$ cat src/rtl/quad_decoder.sv
// Quadrature A/B decoder: synchronised phases, Gray-step decode, wrapping up/down position count.
// Optional GLITCH_FILTER_EN adds a FILT_LEN-sample majority-free stability filter per phase.
module quad_decoder #(
  parameter int WIDTH       = 8,
  parameter int SYNC_STAGES = 2,
  parameter int FILT_LEN    = 3
) (
  input  logic             clk,
  input  logic             rst,
  input  logic             enc_a,
  input  logic             enc_b,
  input  logic             clr,
  output logic [WIDTH-1:0] count,
  output logic             dir,
  output logic             step,
  output logic             ovf,
  output logic             unf,
  output logic             err
);

  if (SYNC_STAGES < 2) begin : g_bad_sync
    $error("SYNC_STAGES must be at least 2");
  end
  if (FILT_LEN < 2) begin : g_bad_filt
    $error("FILT_LEN must be at least 2");
  end

`ifdef GLITCH_FILTER_EN
  localparam int FILL = SYNC_STAGES + FILT_LEN;
`else
  localparam int FILL = SYNC_STAGES;
`endif
  localparam int FW = $clog2(FILL + 1);

  logic [SYNC_STAGES-1:0] a_sync_q, b_sync_q;
  logic [FW-1:0]          fill_q, fill_d;
  logic                   primed_q, primed_d;
  logic [1:0]             prev_q, prev_d;
  logic [WIDTH-1:0]       count_q, count_d;
  logic                   dir_q, dir_d, step_q, step_d;
  logic                   ovf_q, ovf_d, unf_q, unf_d, err_q, err_d;
  logic                   a_s, b_s, filled;
  logic [1:0]             cur, diff;

  assign a_s    = a_sync_q[SYNC_STAGES-1];
  assign b_s    = b_sync_q[SYNC_STAGES-1];
  assign filled = (fill_q == FW'(FILL));
  assign fill_d = filled ? fill_q : fill_q + FW'(1);

`ifdef GLITCH_FILTER_EN
  // Window is the current synced sample plus FILT_LEN-1 history bits; output moves only when all agree.
  logic [FILT_LEN-2:0] a_hist_q, b_hist_q;
  logic [FILT_LEN-1:0] a_win, b_win;
  logic                a_filt_q, b_filt_q, a_filt_d, b_filt_d;

  assign a_win    = {a_hist_q, a_s};
  assign b_win    = {b_hist_q, b_s};
  assign a_filt_d = (&a_win) ? 1'b1 : ((|a_win) ? a_filt_q : 1'b0);
  assign b_filt_d = (&b_win) ? 1'b1 : ((|b_win) ? b_filt_q : 1'b0);
  assign cur      = {a_filt_d, b_filt_d};

  always_ff @(posedge clk or posedge rst) begin
    if (rst) begin
      a_hist_q <= '0;
      b_hist_q <= '0;
      a_filt_q <= 1'b0;
      b_filt_q <= 1'b0;
    end else begin
      a_hist_q <= a_win[FILT_LEN-2:0];
      b_hist_q <= b_win[FILT_LEN-2:0];
      a_filt_q <= a_filt_d;
      b_filt_q <= b_filt_d;
    end
  end
`else
  assign cur = {a_s, b_s};
`endif

  // Gray state to position index: 00->0, 01->1, 11->2, 10->3; index delta gives direction.
  function automatic logic [1:0] gray_pos(input logic [1:0] g);
    return {g[1], g[1] ^ g[0]};
  endfunction

  assign diff = gray_pos(cur) - gray_pos(prev_q);

  always_comb begin
    prev_d   = prev_q;
    primed_d = primed_q;
    count_d  = count_q;
    dir_d    = dir_q;
    err_d    = err_q;
    step_d   = 1'b0;
    ovf_d    = 1'b0;
    unf_d    = 1'b0;
    if (clr) begin
      count_d = '0;
      err_d   = 1'b0;
      if (filled) begin
        prev_d   = cur;
        primed_d = 1'b1;
      end
    end else if (!primed_q) begin
      if (filled) begin
        prev_d   = cur;
        primed_d = 1'b1;
      end
    end else begin
      prev_d = cur;
      case (diff)
        2'd1: begin
          step_d  = 1'b1;
          dir_d   = 1'b1;
          ovf_d   = &count_q;
          count_d = count_q + WIDTH'(1);
        end
        2'd3: begin
          step_d  = 1'b1;
          dir_d   = 1'b0;
          unf_d   = ~|count_q;
          count_d = count_q - WIDTH'(1);
        end
        2'd2:    err_d = 1'b1;
        default: ;
      endcase
    end
  end

  always_ff @(posedge clk or posedge rst) begin
    if (rst) begin
      a_sync_q <= '0;
      b_sync_q <= '0;
      fill_q   <= '0;
      primed_q <= 1'b0;
      prev_q   <= 2'b00;
      count_q  <= '0;
      dir_q    <= 1'b0;
      step_q   <= 1'b0;
      ovf_q    <= 1'b0;
      unf_q    <= 1'b0;
      err_q    <= 1'b0;
    end else begin
      a_sync_q <= {a_sync_q[SYNC_STAGES-2:0], enc_a};
      b_sync_q <= {b_sync_q[SYNC_STAGES-2:0], enc_b};
      fill_q   <= fill_d;
      primed_q <= primed_d;
      prev_q   <= prev_d;
      count_q  <= count_d;
      dir_q    <= dir_d;
      step_q   <= step_d;
      ovf_q    <= ovf_d;
      unf_q    <= unf_d;
      err_q    <= err_d;
    end
  end

  assign count = count_q;
  assign dir   = dir_q;
  assign step  = step_q;
  assign ovf   = ovf_q;
  assign unf   = unf_q;
  assign err   = err_q;

endmodule

$ cat config.mk
export PLATFORM = sky130hd
export DESIGN_NAME = quad_decoder
export DESIGN_NICKNAME = d
export VERILOG_FILES = /design/src/rtl/quad_decoder.sv
export SDC_FILE = /design/constraint.sdc
export NUM_CORES = 1
export LEC_CHECK = 0
export BUFFER_PORTS_ARGS = -buffer_cell sky130_fd_sc_hd__buf_4
export CAP_MARGIN = 30
export CORE_UTILIZATION = 52
export CTS_BUF_LIST = sky130_fd_sc_hd__clkbuf_8
export CTS_CLUSTER_SIZE = 25
export DETAILED_ROUTE_END_ITERATION = 10
export HOLD_SLACK_MARGIN = 0.15
export PLACE_DENSITY_LB_ADDON = 0.15
export SYNTH_ARGS = -nofsm -noshare
export SYNTH_HDL_FRONTEND = slang
export SYNTH_SLANG_ARGS = --single-unit
$ cat constraint.sdc
create_clock -name clk -period 3.22 [get_ports clk]
set_input_delay 0.161 -clock clk [delete_from_list [all_inputs] [get_ports clk]]
set_output_delay 0.161 -clock clk [all_outputs]
set_load 0.005 [all_outputs]
==> Word-level counts from Yosys, hierarchy flattened <==
Cells that the tools add are included.
{ "word_totals": {"ff_bits": 22, "in_bits": 5, "output_inout_bits": 13, "word_cells": 57} }
{ "classes": {"n_addsub": 4, "eq_ne": 5, "n_mux": 23, "n_bitwise": 3, "reduce_logical": 11} }
{ "ops": {"columns": ["op", "n"], "rows": [
  ["$mux 1", 16],
  ["$mux 8", 2],
  ["$pmux 8 s2", 1],
  ["$add 8x1->8 const B", 1],
  ["$reduce_and 8->1", 1],
  ["$reduce_or 8->1", 1],
  ["$sub 8x1->8 const B", 1],
  ["$eq 2x2->1 const B", 3],
  ["$mux 2", 3],
  ["$reduce_bool 2->1", 3],
  ["$reduce_and 2->1", 2],
  ["$reduce_and 3->1", 1],
  ["$reduce_bool 3->1", 1],
  ["$add 2x1->2 const B", 1],
  ["$eq 2x1->1 const B", 1],
  ["$ne 2x1->1 const B", 1],
  ["$pmux 1 s2", 1],
  ["$reduce_or 2->1", 1],
  ["$sub 2x2->2", 1],
  ["$xor 1x1->1", 2],
  ["$logic_not 1->1", 1],
  ["$not 1->1", 1]
]} }

==> Depth between registers and ports, before layout <==
Gate-level depths: netlist of run 1.
{ "depth": {"ltp_word": 7, "ltp_mapped": 13, "ltp_nobuf": 11} }

==> Worst setup path before layout of run 1 <==
Ideal clock, no wire load.
{ "synth_path": {"path_type": "register to register", "from": "register a_sync_q[1]", "to": "register count_q[7] (netlist: count[7])", "setup_ns": 0.078, "arrival_time_ns": 2.959, "required_time_ns": 3.142, "setup_slack_ns": 0.183, "stages_incl_launch_ff": 13, "path_buffers": 2, "synth_period_minus_slack_ns": 3.037, "path_cell_list": "dfrtp_1 -> xnor2_1 -> ha_1 -> xnor3_2 -> or2_1 -> buf_6 -> clkinv_1 -> ha_1 -> clkbuf_1 -> a211o_1 -> o221a_2 -> or4_1 -> a21oi_1"} }
{ "synth_between": {"elab_chain_cells": 6, "elab_cells_between_ends": 9, "cone_classes": "add/sub (1); eq/ne (2); mux (3); bitwise (1); reduce/logical (2)"} }
{ "synth_rtl": {"columns": ["item", "line_no", "rtl"], "rows": [
  ["start: declaration", "35", "logic [SYNC_STAGES-1:0] a_sync_q, b_sync_q;"],
  ["start signal: assignment", "142", "a_sync_q <= {a_sync_q[SYNC_STAGES-2:0], enc_a};"],
  ["$xor 1x1->1", "81", "return {g[1], g[1] ^ g[0]};"],
  ["$sub 2x2->2 *", "84", "assign diff = gray_pos(cur) - gray_pos(prev_q);"],
  ["$eq 2x2->1 or $eq 2x1->1 (tied branches)", "109", "case (diff)"],
  ["$pmux 8 s2", "109", null],
  ["$mux 8", "102", "end else if (!primed_q) begin"],
  ["$mux 8", "95", "if (clr) begin"],
  ["end signal: assignment", "147", "count_q <= count_d;"],
  ["end: declaration", "39", "logic [WIDTH-1:0] count_q, count_d;"]
]} }
Every way passes the cells marked *; elsewhere a longest branch is shown, timed or not. The select of a mux whose other input is x is not followed.
A chain may end at the register's enable or synchronous reset.

==> Final worst setup path of run 1 <==
{ "layout_path": {"from": "register b_sync_q[1]", "to": "register count_q[7] (netlist: count[7])"} }
{ "layout_between": {"elab_chain_cells": 6, "elab_cells_between_ends": 9, "cone_classes": "add/sub (1); eq/ne (2); mux (3); bitwise (1); reduce/logical (2)"} }
{ "layout_rtl": {"columns": ["item", "line_no", "rtl"], "rows": [
  ["start: declaration", "35", null],
  ["start signal: assignment", "143", "b_sync_q <= {b_sync_q[SYNC_STAGES-2:0], enc_b};"],
  ["$xor 1x1->1 *", "81", null],
  ["$sub 2x2->2 *", "84", null],
  ["$eq 2x2->1 or $eq 2x1->1 (tied branches)", "109", null],
  ["$pmux 8 s2", "109", null],
  ["$mux 8", "102", null],
  ["$mux 8", "95", null]
]} }
Marks and branches as above.

==> results.sh, run 1 <==
export IMPL_status="complete, no violations"
export IMPL_netlist_instances=116
export IMPL_grt_pass1_vias=882
export IMPL_cts_sinks=22
export IMPL_max_freq_mhz=336
export IMPL_synth_compound_area_share_pct=14.7
export IMPL_r2r_start="b_sync_q[1]"
export IMPL_synth_area_um2=1190
export IMPL_via_per_inst=5.88
export IMPL_finalWirelength_mm=2.37
export IMPL_grt_start_max_net_pins=23
export IMPL_drt_iter0_drc=12
export IMPL_cts_root_buf="clkbuf_8"
export IMPL_setup_viol=0
export IMPL_synth_async_reset_ratio_pct=100
export IMPL_ff2ff_path_depth=10
export IMPL_cts_tree="done"
export IMPL_routabilityCongestion=0.967
export IMPL_num_vias=946
export IMPL_relSlewSlack_pct=45.6
export IMPL_max_stage_delay_ns=0.40
export IMPL_dp_cells=155
export IMPL_fillers=173
export IMPL_rsz0062_at_grt="no"
export IMPL_skew_ns=0.00454
export IMPL_diodes=0
export IMPL_final_max_slew_viol_count=0
export IMPL_synth_seq_area_share_pct=46.1
export IMPL_die_area_um2=2490
export IMPL_crit_type="reg -> reg"
export IMPL_peakVddDrop_mv=0.355
export IMPL_period_minus_slack_ns=2.98
export IMPL_drc_errors=0
export IMPL_die_w_um=49.9
export IMPL_coreArea_um2=2060
export IMPL_grt_antenna_before_repair=0
export IMPL_area_growth_pct=17.7
export IMPL_synth_avg_cell_area_um2=10.3
export IMPL_layout_commonest_cell="dfrtp_1"
export IMPL_worstPathMaxFanout=7
export IMPL_cts_htree_levels=1
export IMPL_leakage_nw=0.660
export IMPL_grt_pass1_wl_mm=4.06
export IMPL_yosys_area_share_simple_pct=18.9
export IMPL_required_ns=3.40
export IMPL_post_cts_buffers=0
export IMPL_synth_edf_count=0
export IMPL_tightest_slew_ns=0.815
export IMPL_fin_nets=147
export IMPL_synth_mux_area_fraction_pct=2.73
export IMPL_final_cells=161
export IMPL_port_buffers=17
export IMPL_final_cell_mix="dfrtp_1 (22), buf_4 (17), nor2_1 (11)"
export IMPL_crit_start="b_sync_q[1]"
export IMPL_r2r_setup_slack_ns=0.24
export IMPL_drt_pass1_iter_count=4
export IMPL_yosysWarnings=0
export IMPL_start_util_pct=57.9
export IMPL_antenna_left=0
export IMPL_p_total_uw=858
export IMPL_reg2reg_to="count[7]"
export IMPL_powerDensity_nw_per_um2=611
export IMPL_clk_pin_slew_ns=0.07
export IMPL_synth_flop_cell="dfrtp_1"
export IMPL_io_pins=18
export IMPL_slowest_stage="dfrtp_1"
export IMPL_synth_top_family_by_area="simple AND/OR/NAND/NOR gates"
export IMPL_holdPathStages=2
export IMPL_drive_above_1_share_pct=20.9
export IMPL_hold_viol_final=0
export IMPL_post_dp_hpwl_mm=1.73
export IMPL_final_util_pct=68.1
export IMPL_die_h_um=49.9
export IMPL_path_cells="xnor2_1, ha_1, xnor3_2, or2_4, clkinv_1, ha_2, a211o_1, o221a_2, or4_1, a21oi_1"
export IMPL_startpoint_type="flip-flop"
export IMPL_synth_distinct_cells=43
export IMPL_num_rows=16
export IMPL_clock_latency_ns=0.26
export IMPL_min_path_type="in -> reg"
export IMPL_maxCapViolCount=0
export IMPL_wire_per_inst_um=14.7
export IMPL_track_usage_pct=22.2
export IMPL_synth_xor_area_share_pct=7.86
export IMPL_synthAdderAreaFrac_pct=6.29
export IMPL_arrival_ns=3.16
export IMPL_endpoint="count[7]"
export IMPL_clk_path_buf_depth=2
export IMPL_synth_fp_nets=127
export IMPL_synth_seq_cells=22
export IMPL_end_kind="flip-flop"
export IMPL_grt_overflow=0
export IMPL_cts_made_buffers=3
export IMPL_post_route_period_util_pct=92.4
==> logic make-up after synthesis <==
| logic type | Yosys count |
|---|---|
| adder cells (fa/ha/maj) | 6 |
| multiplexers | 3 |
| AO/OA/AOI/OAI | 25 |
| AND/OR/NAND/NOR | 42 |
| flip-flops | 22 |
| XOR/XNOR | 9 |
| buffers and inverters | 9 |
==> final cells by class <==
class / count / area (um2) / share of cell area, %
Multi-Input combinational cell: 85 / 607 / 43.2
Sequential cell: 22 / 551 / 39.2
Timing Repair Buffer: 20 / 158 / 11.2
Clock buffer: 3 / 41.3 / 2.94
Tap cell: 27 / 33.8 / 2.40
Inverter: 4 / 15.0 / 1.07
==> repair_timing <==
item / CTS / global route
gates resized for setup: 1 / 1
pin swaps: 0 / 1
endpoints found under the hold margin: 24 / 0
endpoints found under the setup margin: 1 / 1
hold buffers: 3 / 0
==> per-layer routing <==
metal  vias to the layer above  GRT usage [%]  share of wire (%)
met5                         -              0                  0
met4                         0           8.10                1.1
met3                         4           3.70                4.3
met2                        25           36.3                 50
met1                       456           29.3                 45
li1                        461              -                  -
==> metrics by stage <==
stage | setup TNS, ns | hold slack, ns | area (um2) | worst slack, ns
after floorplan | 0 | 0.150 | 1190 | 0.183
after global placement | 0 | 0.271 | 1330 | 0.143
after detailed placement | -0.0218 | 0.271 | 1330 | -0.0218
after CTS | 0 | 0.181 | 1400 | 0.0776
after global routing | 0 | 0.204 | 1410 | 0.104
final | 0 | 0.189 | 1410 | 0.244
==> worst min path at each step <==
stage / start / endpoint / slack (ns)
after detailed placement: enc_b / b_sync_q[0] / 0.27
after floorplan: rst / a_sync_q[0] / 0.15
after global routing: clr / count[0] / 0.20
after global placement: enc_b / b_sync_q[0] / 0.27
after CTS: clr / count[3] / 0.18
final: clr / count[3] / 0.19
==> critical path: cells and delay by family (launching register included) <==
family	cells	cell delay, ns
and+or+nand+nor	2	0.69
adders and majority gates	2	0.51
buffers and inverters	1	0.11
AOI/OAI and AO/OA	3	0.70
xor gates and xnor gates	2	0.50
DFF	1	0.40
==> power by group <==
part,internal [mW],leakage [nW],switching [mW],total (mW)
Sequential,0.315,0.273,0.0530,0.368
Clock,0.0833,0.0216,0.0809,0.164
Combinational,0.165,0.365,0.161,0.326
==> registers in the layout, indices dropped and copies added (netlist names), 2 cells and up <==
name,flops
b_sync_q,2
a_sync_q,2
fill_q,2
prev_q,2
count,8
==> cells in the mapped netlist, drive strengths merged, types with 2 or more instances <==
cell	count	area [um2]
clkbuf	4	15.0
nor2	11	41.3
xor2	3	26.3
nor2b	2	12.5
o21ai	5	25.0
a21oi	4	20.0
xnor2	5	43.8
dfrtp	22	551
nand2	7	26.3
a211o	3	26.3
a31oi	2	12.5
o21a	2	15.0
nor3b	3	22.5
or2	2	12.5
and3	2	17.5
nor3	5	25.0
ha	6	75.1
or4	2	15.0
inv	3	11.3
mux2	2	22.5
Note: power is estimated with default switching activity, not from simulation.
==> inputs of run 2 (changes only) <==
--- a/config.mk
+++ b/config.mk
@@ -13,6 +13,7 @@
 export DETAILED_ROUTE_END_ITERATION = 10
 export HOLD_SLACK_MARGIN = 0.15
 export PLACE_DENSITY_LB_ADDON = 0.15
+export SETUP_SLACK_MARGIN = 0.3
 export SYNTH_ARGS = -nofsm -noshare
 export SYNTH_HDL_FRONTEND = slang
 export SYNTH_SLANG_ARGS = --single-unit
==> constraint.sdc (replaced) <==
create_clock -name clk -period 3.22 [get_ports clk]
set_input_delay 0.322 -clock clk [delete_from_list [all_inputs] [get_ports clk]]
set_output_delay 0.322 -clock clk [all_outputs]
set_load 0.005 [all_outputs]
==> run 2 against run 1 <==
  * Clock skew grew 0.0013 ns
  * Combinational power grew 13%
  * Maximum frequency grew 4.2%
  * First-iteration DRC count grew to 3.5 times the previous value
  * Die area is the same
  * Final area grew 5.2%
  * Via count grew 3.0%
  * Hold slack lost 0.019 ns
  * Critical path type unchanged
  * Largest power group unchanged
==> results.sh, run 2 (synthesized netlist as in run 1, its figures left out) <==
export IMPL_place_area_um2=1330
export IMPL_routabilityCongestion=0.969
export IMPL_dp_slack_ns=0.167
export IMPL_path_cells="xnor2_2, ha_2, xnor3_2, or2_4, clkinvlp_4, ha_4, a211o_1, o221a_2, or4_1, a21oi_1"
export IMPL_grt_overflow=0
export IMPL_cts_sinks=22
export IMPL_status="complete, no violations"
export IMPL_antenna_left=0
export IMPL_finalSetupTns_ns=0
export IMPL_startpoint_type="flip-flop"
export IMPL_clock_latency_ns=0.26
export IMPL_die_w_um=49.9
export IMPL_finalWirelength_mm=2.60
export IMPL_slowest_stage="dfrtp_1"
export IMPL_post_route_period_util_pct=88.7
export IMPL_max_freq_mhz=350
export IMPL_start_util_pct=57.9
export IMPL_rsz0062_at_grt="yes"
export IMPL_clk_path_buf_depth=2
export IMPL_hold_viol_final=0
export IMPL_grt_start_max_net_pins=23
export IMPL_diodes=0
export IMPL_crit_type="reg -> reg"
export IMPL_fin_nets=148
export IMPL_area_growth_pct=23.8
export IMPL_required_ns=3.41
export IMPL_io_pins=18
export IMPL_coreArea_um2=2060
export IMPL_maxCapViolCount=0
export IMPL_fin_area_um2=1480
export IMPL_clk_pin_slew_ns=0.08
export IMPL_max_stage_delay_ns=0.41
export IMPL_skew_ns=0.00580
export IMPL_end_kind="flip-flop"
export IMPL_die_h_um=49.9
export IMPL_worstPathMaxFanout=7
export IMPL_grt_pass1_vias=855
export IMPL_track_usage_pct=20.7
export IMPL_drc_errors=0
export IMPL_drt_iter0_drc=42
export IMPL_cts_tree="done"
export IMPL_tightest_slew_ns=0.820
export IMPL_leakage_nw=0.685
export IMPL_period_minus_slack_ns=2.86
export IMPL_arrival_ns=3.05
export IMPL_grt_pass1_wl_mm=3.98
export IMPL_setup_ws_ns=0.363
export IMPL_cts_root_buf="clkbuf_8"
export IMPL_cts_made_buffers=3
export IMPL_wire_per_inst_um=16.0
export IMPL_relSlewSlack_pct=45.3
export IMPL_layout_commonest_cell="dfrtp_1"
export IMPL_drt_pass1_iter_count=4
export IMPL_num_rows=16
export IMPL_cp_num_buf_inv=1
export IMPL_cts_htree_levels=1
export IMPL_num_vias=974
export IMPL_grt_antenna_before_repair=0
export IMPL_setup_viol=0
export IMPL_die_area_um2=2490
export IMPL_final_max_slew_viol_count=0
export IMPL_crit_family="compound AO/OA/AOI/OAI gates"
export IMPL_largest_reg_flops=8
export IMPL_via_per_inst=5.98
export IMPL_final_cell_mix="dfrtp_1 (22), buf_4 (21), nor2_1 (11)"
export IMPL_drive_above_1_share_pct=27.9
export IMPL_min_path_type="in -> reg"
export IMPL_port_buffers=17
export IMPL_post_dp_hpwl_mm=1.58
export IMPL_powerDensity_nw_per_um2=675
export IMPL_peakVddDrop_mv=0.541
run 2: cell types whose count changed in the layout (fill, tap and decap cells not counted), moves of 2 or more:
cell	delta
buf_4	+4
dlygate4sd3_1	-3
ha_1	-2
ha_4	+2
run 2: where the power goes:
part           switching [mW]  internal (mW)
Combinational           0.181          0.189
Clock                  0.0886          0.166
Sequential             0.0585          0.314
Total                   0.328          0.669
run 2: repair_timing:
action,4_1_cts,5_1_grt
setup endpoints to repair,3,2
hold buffers,0,0
setup buffers,1,3
resized for setup,2,7
endpoints found under the hold margin,0,0
run 2: routing by layer:
metal | global-route usage (%) | up-vias | routed length (um)
met1 | 30.8 | 460 | 1170
met3 | 1.85 | 6 | 162
li1 | - | 459 | -
met4 | 4.29 | 0 | 34
met2 | 32.4 | 49 | 1230
met5 | 0 | - | 0
run 2: area by class of cell:
cell class | instances | area, um2
Multi-Input combinational cell | 85 | 646
Inverter | 4 | 18.8
Clock inverter | 1 | 30.0
Fill cell | 157 | 584
Tap cell | 27 | 33.8
Sequential cell | 22 | 551
Timing Repair Buffer | 21 | 158
Clock buffer | 3 | 41.3
run 2: final timing paths:
path                                  start          end  slack (ns)  depth (start not counted)
worst max register to register  b_sync_q[1]     count[7]        0.36                         10
min in group asynchronous               rst     count[4]        0.22                          2
worst min register to register  a_sync_q[0]  a_sync_q[1]        0.35                          0
worst min-delay path                  enc_b  b_sync_q[0]        0.17                          1
max in group asynchronous               rst    fill_q[0]        2.49                          2
worst max-delay path            b_sync_q[1]     count[7]        0.36                         10
run 2: metrics by stage:
| stage | util, % | std cells | total power, mW | hold slack, ns |
|---|---|---|---|---|
| 2_1_floorplan | - | 116 | 0.589 | 0.311 |
| 3_3_place_gp | 64.4 | 155 | 0.683 | 0.334 |
| 3_5_place_dp | 64.4 | 155 | 0.687 | 0.335 |
| 4_1_cts | 68.5 | 160 | 0.954 | 0.169 |
| 5_1_grt | 71.7 | 163 | 1.06 | 0.159 |
| 6_report | 71.7 | 163 | 0.997 | 0.170 |
